**config.mk**
```make
export PLATFORM = sky130hd
export DESIGN_NAME = rgbled_chain_ctrl
export DESIGN_NICKNAME = d
export VERILOG_FILES = /design/src/rtl/rgbled_chain_ctrl.sv
export SDC_FILE = /design/constraint.sdc
export NUM_CORES = 1
export LEC_CHECK = 0
export ABC_CLOCK_PERIOD_IN_PS = 5220
export BUFFER_PORTS_ARGS = -buffer_cell sky130_fd_sc_hd__buf_2
export CAP_MARGIN = 20
export CORE_UTILIZATION = 61
export DETAILED_ROUTE_END_ITERATION = 7
export MAX_ROUTING_LAYER = met4
export PLACE_DENSITY_LB_ADDON = 0.3
export SLEW_MARGIN = 0
export SYNTH_ARGS = -nofsm -noshare
export SYNTH_HDL_FRONTEND = slang
export SYNTH_SLANG_ARGS = --single-unit
```
**constraint.sdc**
```tcl
create_clock -name clk_i -period 5.22 [get_ports clk_i]
set_clock_uncertainty 0.2 [all_clocks]
set_input_delay 0 -clock clk_i [delete_from_list [all_inputs] [get_ports clk_i]]
set_output_delay 0 -clock clk_i [all_outputs]
set_load 0.05 [all_outputs]
```
**src/rtl/rgbled_chain_ctrl.sv**
```systemverilog
`default_nettype none
// ============================================================================
// Module   : rgbled_chain_ctrl
// Purpose  : WS281x-compatible RGB LED chain controller. Holds a per-LED
//            colour store, serialises one frame of NumLeds x 24 bits in
//            G-R-B order (MSB first) on request, inserts the latch interval
//            and can queue one further frame while busy.
// Options  : define RGBLED_BRIGHTNESS_EN to scale every channel byte by
//            (brightness_i + 1) / 256 at the LOAD cycle.
// Revision : 1.0 - initial release
// ============================================================================
module rgbled_chain_ctrl #(
  parameter  int NumLeds     = 4,
  parameter  int T0hCycles   = 16,
  parameter  int T1hCycles   = 32,
  parameter  int BitCycles   = 50,
  parameter  int ResetCycles = 2400,
  localparam int IdxW        = (NumLeds > 1) ? $clog2(NumLeds) : 1
) (
  input  logic            clk_i,
  input  logic            rst_i,
  input  logic            wr_en_i,
  input  logic [IdxW-1:0] wr_idx_i,
  input  logic [23:0]     wr_data_i,
  input  logic [7:0]      brightness_i,
  input  logic            go_i,
  output logic            busy_o,
  output logic            frame_done_o,
  output logic            dout_o
);

  // Timer must hold the longest single interval (latch or a bit phase).
  localparam int MaxCnt = (ResetCycles > BitCycles) ? ResetCycles : BitCycles;
  localparam int CntW   = $clog2(MaxCnt + 1);

  // Reload values: each timed phase counts down to zero inclusive.
  localparam logic [CntW-1:0] T0hLoad   = CntW'(T0hCycles - 1);
  localparam logic [CntW-1:0] T1hLoad   = CntW'(T1hCycles - 1);
  localparam logic [CntW-1:0] T0lLoad   = CntW'(BitCycles - T0hCycles - 1);
  localparam logic [CntW-1:0] T1lLoad   = CntW'(BitCycles - T1hCycles - 1);
  localparam logic [CntW-1:0] LatchLoad = CntW'(ResetCycles - 1);

  localparam logic [IdxW-1:0] LastIdx   = IdxW'(NumLeds - 1);
  localparam logic [IdxW:0]   LedCount  = (IdxW + 1)'(NumLeds);

  typedef enum logic [2:0] {
    ST_IDLE  = 3'd0,
    ST_LOAD  = 3'd1,
    ST_HIGH  = 3'd2,
    ST_LOW   = 3'd3,
    ST_LATCH = 3'd4
  } state_e;

  state_e            state_q, state_d;
  logic [IdxW-1:0]   led_idx_q, led_idx_d;
  logic [4:0]        bit_cnt_q, bit_cnt_d;
  logic [23:0]       shift_q, shift_d;
  logic [CntW-1:0]   cnt_q, cnt_d;
  logic              pending_q, pending_d;
  logic              busy_q, busy_d;
  logic              frame_done_q, frame_done_d;
  logic              dout_q, dout_d;

  logic [23:0]       store_q [NumLeds];
  logic              wr_valid;

  logic [23:0]       sel_colour;
  logic [7:0]        chan_r, chan_g, chan_b;
  logic [23:0]       load_word;

  // --------------------------------------------------------------------------
  // Colour store
  // --------------------------------------------------------------------------
  // Indices beyond the chain length can be encoded when NumLeds is not a
  // power of two; such writes are dropped.
  assign wr_valid = wr_en_i && ({1'b0, wr_idx_i} < LedCount);

  // Colour store write port; cleared by reset, writable in any state.
  always_ff @(posedge clk_i or posedge rst_i) begin
    if (rst_i) begin
      for (int i = 0; i < NumLeds; i++) begin
        store_q[i] <= 24'h000000;
      end
    end else if (wr_valid) begin
      store_q[wr_idx_i] <= wr_data_i;
    end
  end

  // --------------------------------------------------------------------------
  // Per-LED snapshot, optional brightness scaling and G-R-B reordering
  // --------------------------------------------------------------------------
  assign sel_colour = store_q[led_idx_q];

`ifdef RGBLED_BRIGHTNESS_EN
  // c * (b + 1) fits in 17 bits; the transmitted byte is bits [15:8].
  function automatic logic [7:0] scale_chan(input logic [7:0] c, input logic [7:0] br);
    logic [16:0] prod;
    prod = 17'(c) * (17'(br) + 17'd1);
    return 8'(prod >> 8);
  endfunction

  assign chan_r = scale_chan(sel_colour[23:16], brightness_i);
  assign chan_g = scale_chan(sel_colour[15:8],  brightness_i);
  assign chan_b = scale_chan(sel_colour[7:0],   brightness_i);
`else
  logic unused_brightness;
  assign unused_brightness = ^brightness_i;

  assign chan_r = sel_colour[23:16];
  assign chan_g = sel_colour[15:8];
  assign chan_b = sel_colour[7:0];
`endif

  // WS281x devices expect green first, then red, then blue.
  assign load_word = {chan_g, chan_r, chan_b};

  // --------------------------------------------------------------------------
  // Frame sequencer
  // --------------------------------------------------------------------------
  // Next-state, datapath and registered-output decode for the frame FSM.
  always_comb begin
    state_d      = state_q;
    led_idx_d    = led_idx_q;
    bit_cnt_d    = bit_cnt_q;
    shift_d      = shift_q;
    cnt_d        = cnt_q;
    pending_d    = pending_q;
    frame_done_d = 1'b0;

    unique case (state_q)
      ST_IDLE: begin
        // Leaving IDLE consumes any queued request; staying means none exists.
        pending_d = 1'b0;
        if (go_i || pending_q) begin
          state_d = ST_LOAD;
        end
      end

      ST_LOAD: begin
        shift_d   = load_word;
        bit_cnt_d = 5'd23;
        cnt_d     = load_word[23] ? T1hLoad : T0hLoad;
        state_d   = ST_HIGH;
      end

      ST_HIGH: begin
        if (cnt_q == '0) begin
          cnt_d   = shift_q[23] ? T1lLoad : T0lLoad;
          state_d = ST_LOW;
        end else begin
          cnt_d = cnt_q - 1'b1;
        end
      end

      ST_LOW: begin
        if (cnt_q == '0) begin
          if (bit_cnt_q != 5'd0) begin
            // Next bit is shift_q[22] once the register moves up by one.
            shift_d   = {shift_q[22:0], 1'b0};
            bit_cnt_d = bit_cnt_q - 5'd1;
            cnt_d     = shift_q[22] ? T1hLoad : T0hLoad;
            state_d   = ST_HIGH;
          end else if (led_idx_q != LastIdx) begin
            led_idx_d = led_idx_q + 1'b1;
            state_d   = ST_LOAD;
          end else begin
            cnt_d   = LatchLoad;
            state_d = ST_LATCH;
          end
        end else begin
          cnt_d = cnt_q - 1'b1;
        end
      end

      ST_LATCH: begin
        if (cnt_q == '0) begin
          frame_done_d = 1'b1;
          led_idx_d    = '0;
          state_d      = ST_IDLE;
        end else begin
          cnt_d = cnt_q - 1'b1;
        end
      end

      default: begin
        state_d = ST_IDLE;
      end
    endcase

    // Requests during a frame collapse into a single queued frame.
    if ((state_q != ST_IDLE) && go_i) begin
      pending_d = 1'b1;
    end
  end

  // Outputs are decoded from next state so they line up with the state they
  // describe while still coming straight from flops.
  always_comb begin
    busy_d = (state_d != ST_IDLE) || pending_d;
    dout_d = (state_d == ST_HIGH);
  end

  // FSM, datapath and output registers; reset abandons any frame in flight.
  always_ff @(posedge clk_i or posedge rst_i) begin
    if (rst_i) begin
      state_q      <= ST_IDLE;
      led_idx_q    <= '0;
      bit_cnt_q    <= 5'd0;
      shift_q      <= 24'h000000;
      cnt_q        <= '0;
      pending_q    <= 1'b0;
      busy_q       <= 1'b0;
      frame_done_q <= 1'b0;
      dout_q       <= 1'b0;
    end else begin
      state_q      <= state_d;
      led_idx_q    <= led_idx_d;
      bit_cnt_q    <= bit_cnt_d;
      shift_q      <= shift_d;
      cnt_q        <= cnt_d;
      pending_q    <= pending_d;
      busy_q       <= busy_d;
      frame_done_q <= frame_done_d;
      dout_q       <= dout_d;
    end
  end

  assign busy_o       = busy_q;
  assign frame_done_o = frame_done_q;
  assign dout_o       = dout_q;

endmodule
`default_nettype wire
```
# After elaboration in Yosys (flattened, before gate mapping)
# Cells that the tools add are included.
totals:
  output_inout_bits: 3
  register_bits: 146
  word_cells: 86
  inputBits: 38
op_classes:
  n_eq_ne: 13
  n_reduce_logical: 15
  magnitude_cmp: 3
  n_bitwise: 2
  mux: 37
  add_sub_neg: 3
ops:
  columns: ["op", "n"]
  rows:
  - ["two-way mux 24 bit", 5]
  - ["bitwise mux 96 bit", 1]
  - ["two-way mux 12 bit", 5]
  - ["binary-select mux 24 bit (select 2 bit)", 1]
  - ["demux 24 bit (select 2 bit)", 1]
  - ["case mux 12 bit (4 select lines)", 1]
  - ["case mux 24 bit (2 select lines)", 1]
  - ["two-way mux 5 bit", 4]
  - ["two-way mux 3 bit", 6]
  - ["case mux 3 bit (5 select lines)", 1]
  - ["!= test 2 bit, second input constant", 7]
  - ["logical NOT 12 bit", 1]
  - ["subtractor 12 x 1 -> 12 bit, second input constant", 1]
  - ["case mux 5 bit (2 select lines)", 1]
  - ["== test 3 x 2 -> 1 bit, second input constant", 3]
  - ["two-way mux 2 bit", 4]
  - ["greater-or-equal comparator 3 bit, second input constant", 2]
  - ["two-way mux 6 bit", 1]
  - ["NOT 2 -> 3 bit", 2]
  - ["AND reduction 3 bit", 2]
  - ["nonzero test 3 bit", 2]
  - ["AND reduction 5 bit", 1]
  - ["nonzero test 5 bit", 1]
  - ["subtractor 5 x 1 -> 5 bit, second input constant", 1]
  - ["other kinds (12)", 18]

# Depth between registers and ports, before layout
depth:
  word_depth: 7
  depth_mapped: 9
  depth_no_buf: 7

# Least setup slack after synthesis
# OpenSTA, ideal clock, no wires.
synth_path:
  kind: "register to register"
  from: "register cnt_q[6]"
  to: "register shift_q[10]"
  required_time_ns: 4.890
  path_buffers: 2
  setup_slack_ns: 2.571
  t_arrival_ns: 2.319
  setup_time_ns: 0.130
  path_stages_with_launch: 7
  synth_period_minus_slack_ns: 2.649
  path_cell_list: "dfrtp_1 -> or4_4 -> or4_1 -> buf_2 -> o31ai_4 -> buf_2 -> a31oi_1"
synth_via:
  elab_chain_len: 3
synth_lines:
  columns: ["element", "line", "text"]
  rows:
  - ["start: declaration", "58", "logic [CntW-1:0] cnt_q, cnt_d;"]
  - ["start signal: assignment", "220", "cnt_q <= cnt_d;"]
  - ["logical NOT 12 bit", "156", "if (cnt_q == '0) begin"]
  - ["!= test 2 bit (no source line)", null, null]
  - ["AND reduction 3 bit (no source line)", null, null]
  - ["end signal: assignment", "219", "shift_q <= shift_d;"]
  - ["end: declaration", "57", "logic [23:0] shift_q, shift_d;"]
# Every way passes these cells.
# A chain may end at the register's enable or synchronous reset.

# Final worst setup path
layout_path:
  from: "register cnt_q[6]"
  to: "register shift_q[9]"
# Same word-level chain as after synthesis.

==> results by group <==
Power and ir drop
  • Leakage power: 3.39 nW
  • Cell area power density: 487 mW/mm^2
  • Power Total: 3.90 mW
  • VDD IR max: 0.361 mV

Die
  • I/O pin count: between 40 and 50
  • Core ar.: 0.0109 sq mm
  • Width of the die: between 100 and 150 microns
  • Num rows: 38
  • Die Ht: 108 microns
  • Die area: roughly 0.012 sq mm
  • Starting Density: 0.629

Cells and area
  • Antenna cell count: 0
  • Design area: 0.00802 sq mm
  • Area delta synth->final: 17.1%
  • Final nets: 654
  • Ratio of cells with drive above 1 in the final layout: 0.324

Worst setup path
  • Crit Path Category: reg -> reg
  • Worst r2r path cells: 6
  • CP required: roughly 5.5 ns
  • Crit path max fanout: 24
  • Worst setup SP type: flop
  • Arr. time, crit path: ~3.9 ns
  • Worst setup EP type: flop
  • Reg2reg setup slack: 1.62 ns
  • FF-to-FF Start: cnt_q[6]
  • Reg2reg end: shift_q[9]

Placement
  • Post-DP Area: around 0.0071 sq mm
  • GPL Wtd Cong: 0.881
  • Post-DP HPWL: 8.49 mm
  • Buffers added on ports: 32
  • Pre-CTS WS: 1.62 ns

Synth
  • Primary FF master, synth: dfrtp_1
  • Post-synth cell types: 63
  • Synth top area share: 0.533
  • Synth Net Count: between 500 and 600
  • Number of synthesis warnings: 0
  • EDFF count, synth: 0
  • Top cells by area, synth: dfrtp_1 53%, mux2_2 16%, mux4_2 7.9%
  • Register bit total from synthesis: 146
  • Asr flop ratio synth: 1.00
  • Register area share after synthesis: 0.533
  • Avg Cell Area, Syn: between 10 and 15 sq um
  • Area leader, netlist: dfrtp_1
  • Mapped cell area: just under 0.007 sq mm
  • Post-Syn Instances: roughly 550

Clock network
  • Worst skew pair latency: 0.55 ns
  • H-tree levels: 4
  • # hold bufs at CTS: 35
  • Post-CTS Setup Bufs: 0
  • Clock buffer count from CTS: 17
  • Root Buffer: clkbuf_8
  • CTS sink cnt: 146
  • CTS tree: done
  • Post-CTS sizing: 0
  • Reg clk slew, reported paths: roughly 0.060 ns
  • Buffer depth of the longest clock path: 2

Routing
  • Routed wire per std cell: 18.7 microns
  • TritonRoute pass-1 iters: 5
  • Vias: approximately 4700
  • DRC errors left: 0
  • Iteration-0 DRC Markers: between 300 and 400
  • Detailed Route WL: 14.3 mm
  • Via density: around 6.1
  • Post-route ant nets: 0

Timing
  • Tightest Pin Transition: approximately 1.1 ns
  • Final cycle utilization of the critical path: 0.690
  • Slew Limit Fails: 0
  • Hold slack: 0.0541 ns
  • Fmax: 278 MHz
  • RSZ-0062 raised after global routing: no
  • Final hold violations: 0
  • Sum of negative setup slack: 0 ns
  • Slew headroom: 0.276
  • Final setup viols: 0
  • Final worst setup slack: 1.62 ns
  • Final min period: 3.60 ns

Status
  • Run status: finished clean

Global route
  • First-pass GRT wire length: around 24 mm
  • Gr ovfl total: 0
  • Vias in the first global route: 4904
  • Antenna violations before repair: 0
  • Gr usage total: 0.282
  • Largest net degree at the start of global routing: 80

Worst hold path
  • Worst Hold Depth: 3
  • HP Start: wr_data_i[23]
  • WHS Endpoint: store_q[47]
  • Worst min path class: in -> reg

Job
  • Max-Cap Viols: 0
## power breakdown
group          internal, mW  leakage (nW)  total, mW  switching, mW
registers              1.44          1.73       1.66          0.215
logic                 0.536          1.40       1.11          0.573
clock network         0.672         0.259       1.14          0.467
total                  2.65          3.39       3.90           1.26
## cell type report
cell class	count	area, sq um
clock inverters	7	75.1
multi-input cells	357	3010
flip-flops and latches	146	3650
well taps	140	175
clock buffers	25	474
inverters	11	46.3
fillers	700	2870
repair buffers	78	593
## cells in the final DEF, fill, tap and decap left out, types with 3 or more instances in the layout
cell type and n:
ha_1 5, o21ai_0 10, dfrtp_1 146, clkinvlp_4 3, nand2_1 58, buf_2 32, buf_4 11, nand3_1 8
or3_1 5, inv_1 10, a21oi_1 9, o21ai_1 4, clkbuf_16 16, mux2_2 96, nand3b_1 3, nor2_1 39
dlygate4sd3_1 35, o22ai_1 3, and3_1 3, nor3_1 6, clkbuf_1 5, clkbuf_8 4, a31oi_1 25, mux4_2 24
xnor2_1 3, a21o_1 4
## worst max-delay path: stages, from the launching register on
cell     delay [ns]
dfrtp_1        0.45
or4_4          0.59
or4_1          0.82
o31ai_4        0.87
buf_4          0.38
nor2_1         0.07
a31oi_1        0.14
## flip-flops by register name, indices dropped and copies added (netlist names)
register and count:
pending_q 1, store_q 96, dout_o 1, busy_o 1, bit_cnt_q 5, shift_q 24
cnt_q 12, frame_done_o 1, state_q 3, led_idx_q 2
## through the flow
stage / utilization / instances
finish: 0.737 / 764
global route: 0.737 / 764
CTS: 0.737 / 764
detailed placement: 0.654 / 697
global placement: 0.654 / 697
floorplan: - / 547
## worst max path at each step
| stage | cells past startpoint | to | slack, ns | startpoint |
|---|---|---|---|---|
| 2_1_floorplan | 1 | bit_cnt_q[0] | 1.10 | rst_i |
| 3_3_place_gp | 6 | shift_q[10] | 1.71 | cnt_q[6] |
| 3_5_place_dp | 6 | shift_q[13] | 1.62 | cnt_q[6] |
| 4_1_cts | 6 | shift_q[13] | 1.60 | cnt_q[6] |
| 5_1_grt | 8 | shift_q[22] | 1.35 | cnt_q[1] |
| 6_report | 6 | shift_q[9] | 1.62 | cnt_q[6] |
## cell usage after synthesis (all sizes together) (3+ instances only)
library cell,instances
and3,3
ha,5
nor4,4
or3,5
a21o,4
a31oi,26
mux2,96
nand3b,3
nand3,8
o22ai,3
dfrtp,146
inv,11
a21oi,9
nor3,6
nand2,58
nor2,39
mux4,24
clkbuf,22
o21ai,15
xnor2,3
buf,11
## layer usage
layer	part of all wire	GRT usage	routed length [microns]
met4	0.012	0.119	165
met1	0.42	0.350	6040
met3	0.041	0.0693	593
met5	0	-	0
met2	0.52	0.443	7510
## cells by family (layout without fill, tap and decap cells)
kind of cell | Yosys count | count (layout) | synth area share
adders and majority gates | 5 | 5 | 0.00913
xor gates and xnor gates | 3 | 3 | 0.00384
and+or+nand+nor | 142 | 142 | 0.0970
DFF | 146 | 146 | 0.533
buffers and inverters | 44 | 121 | 0.0294
AOI/OAI and AO/OA | 85 | 85 | 0.0875
muxes | 122 | 122 | 0.240
No activity file was read; power rests on OpenSTA's default activity.
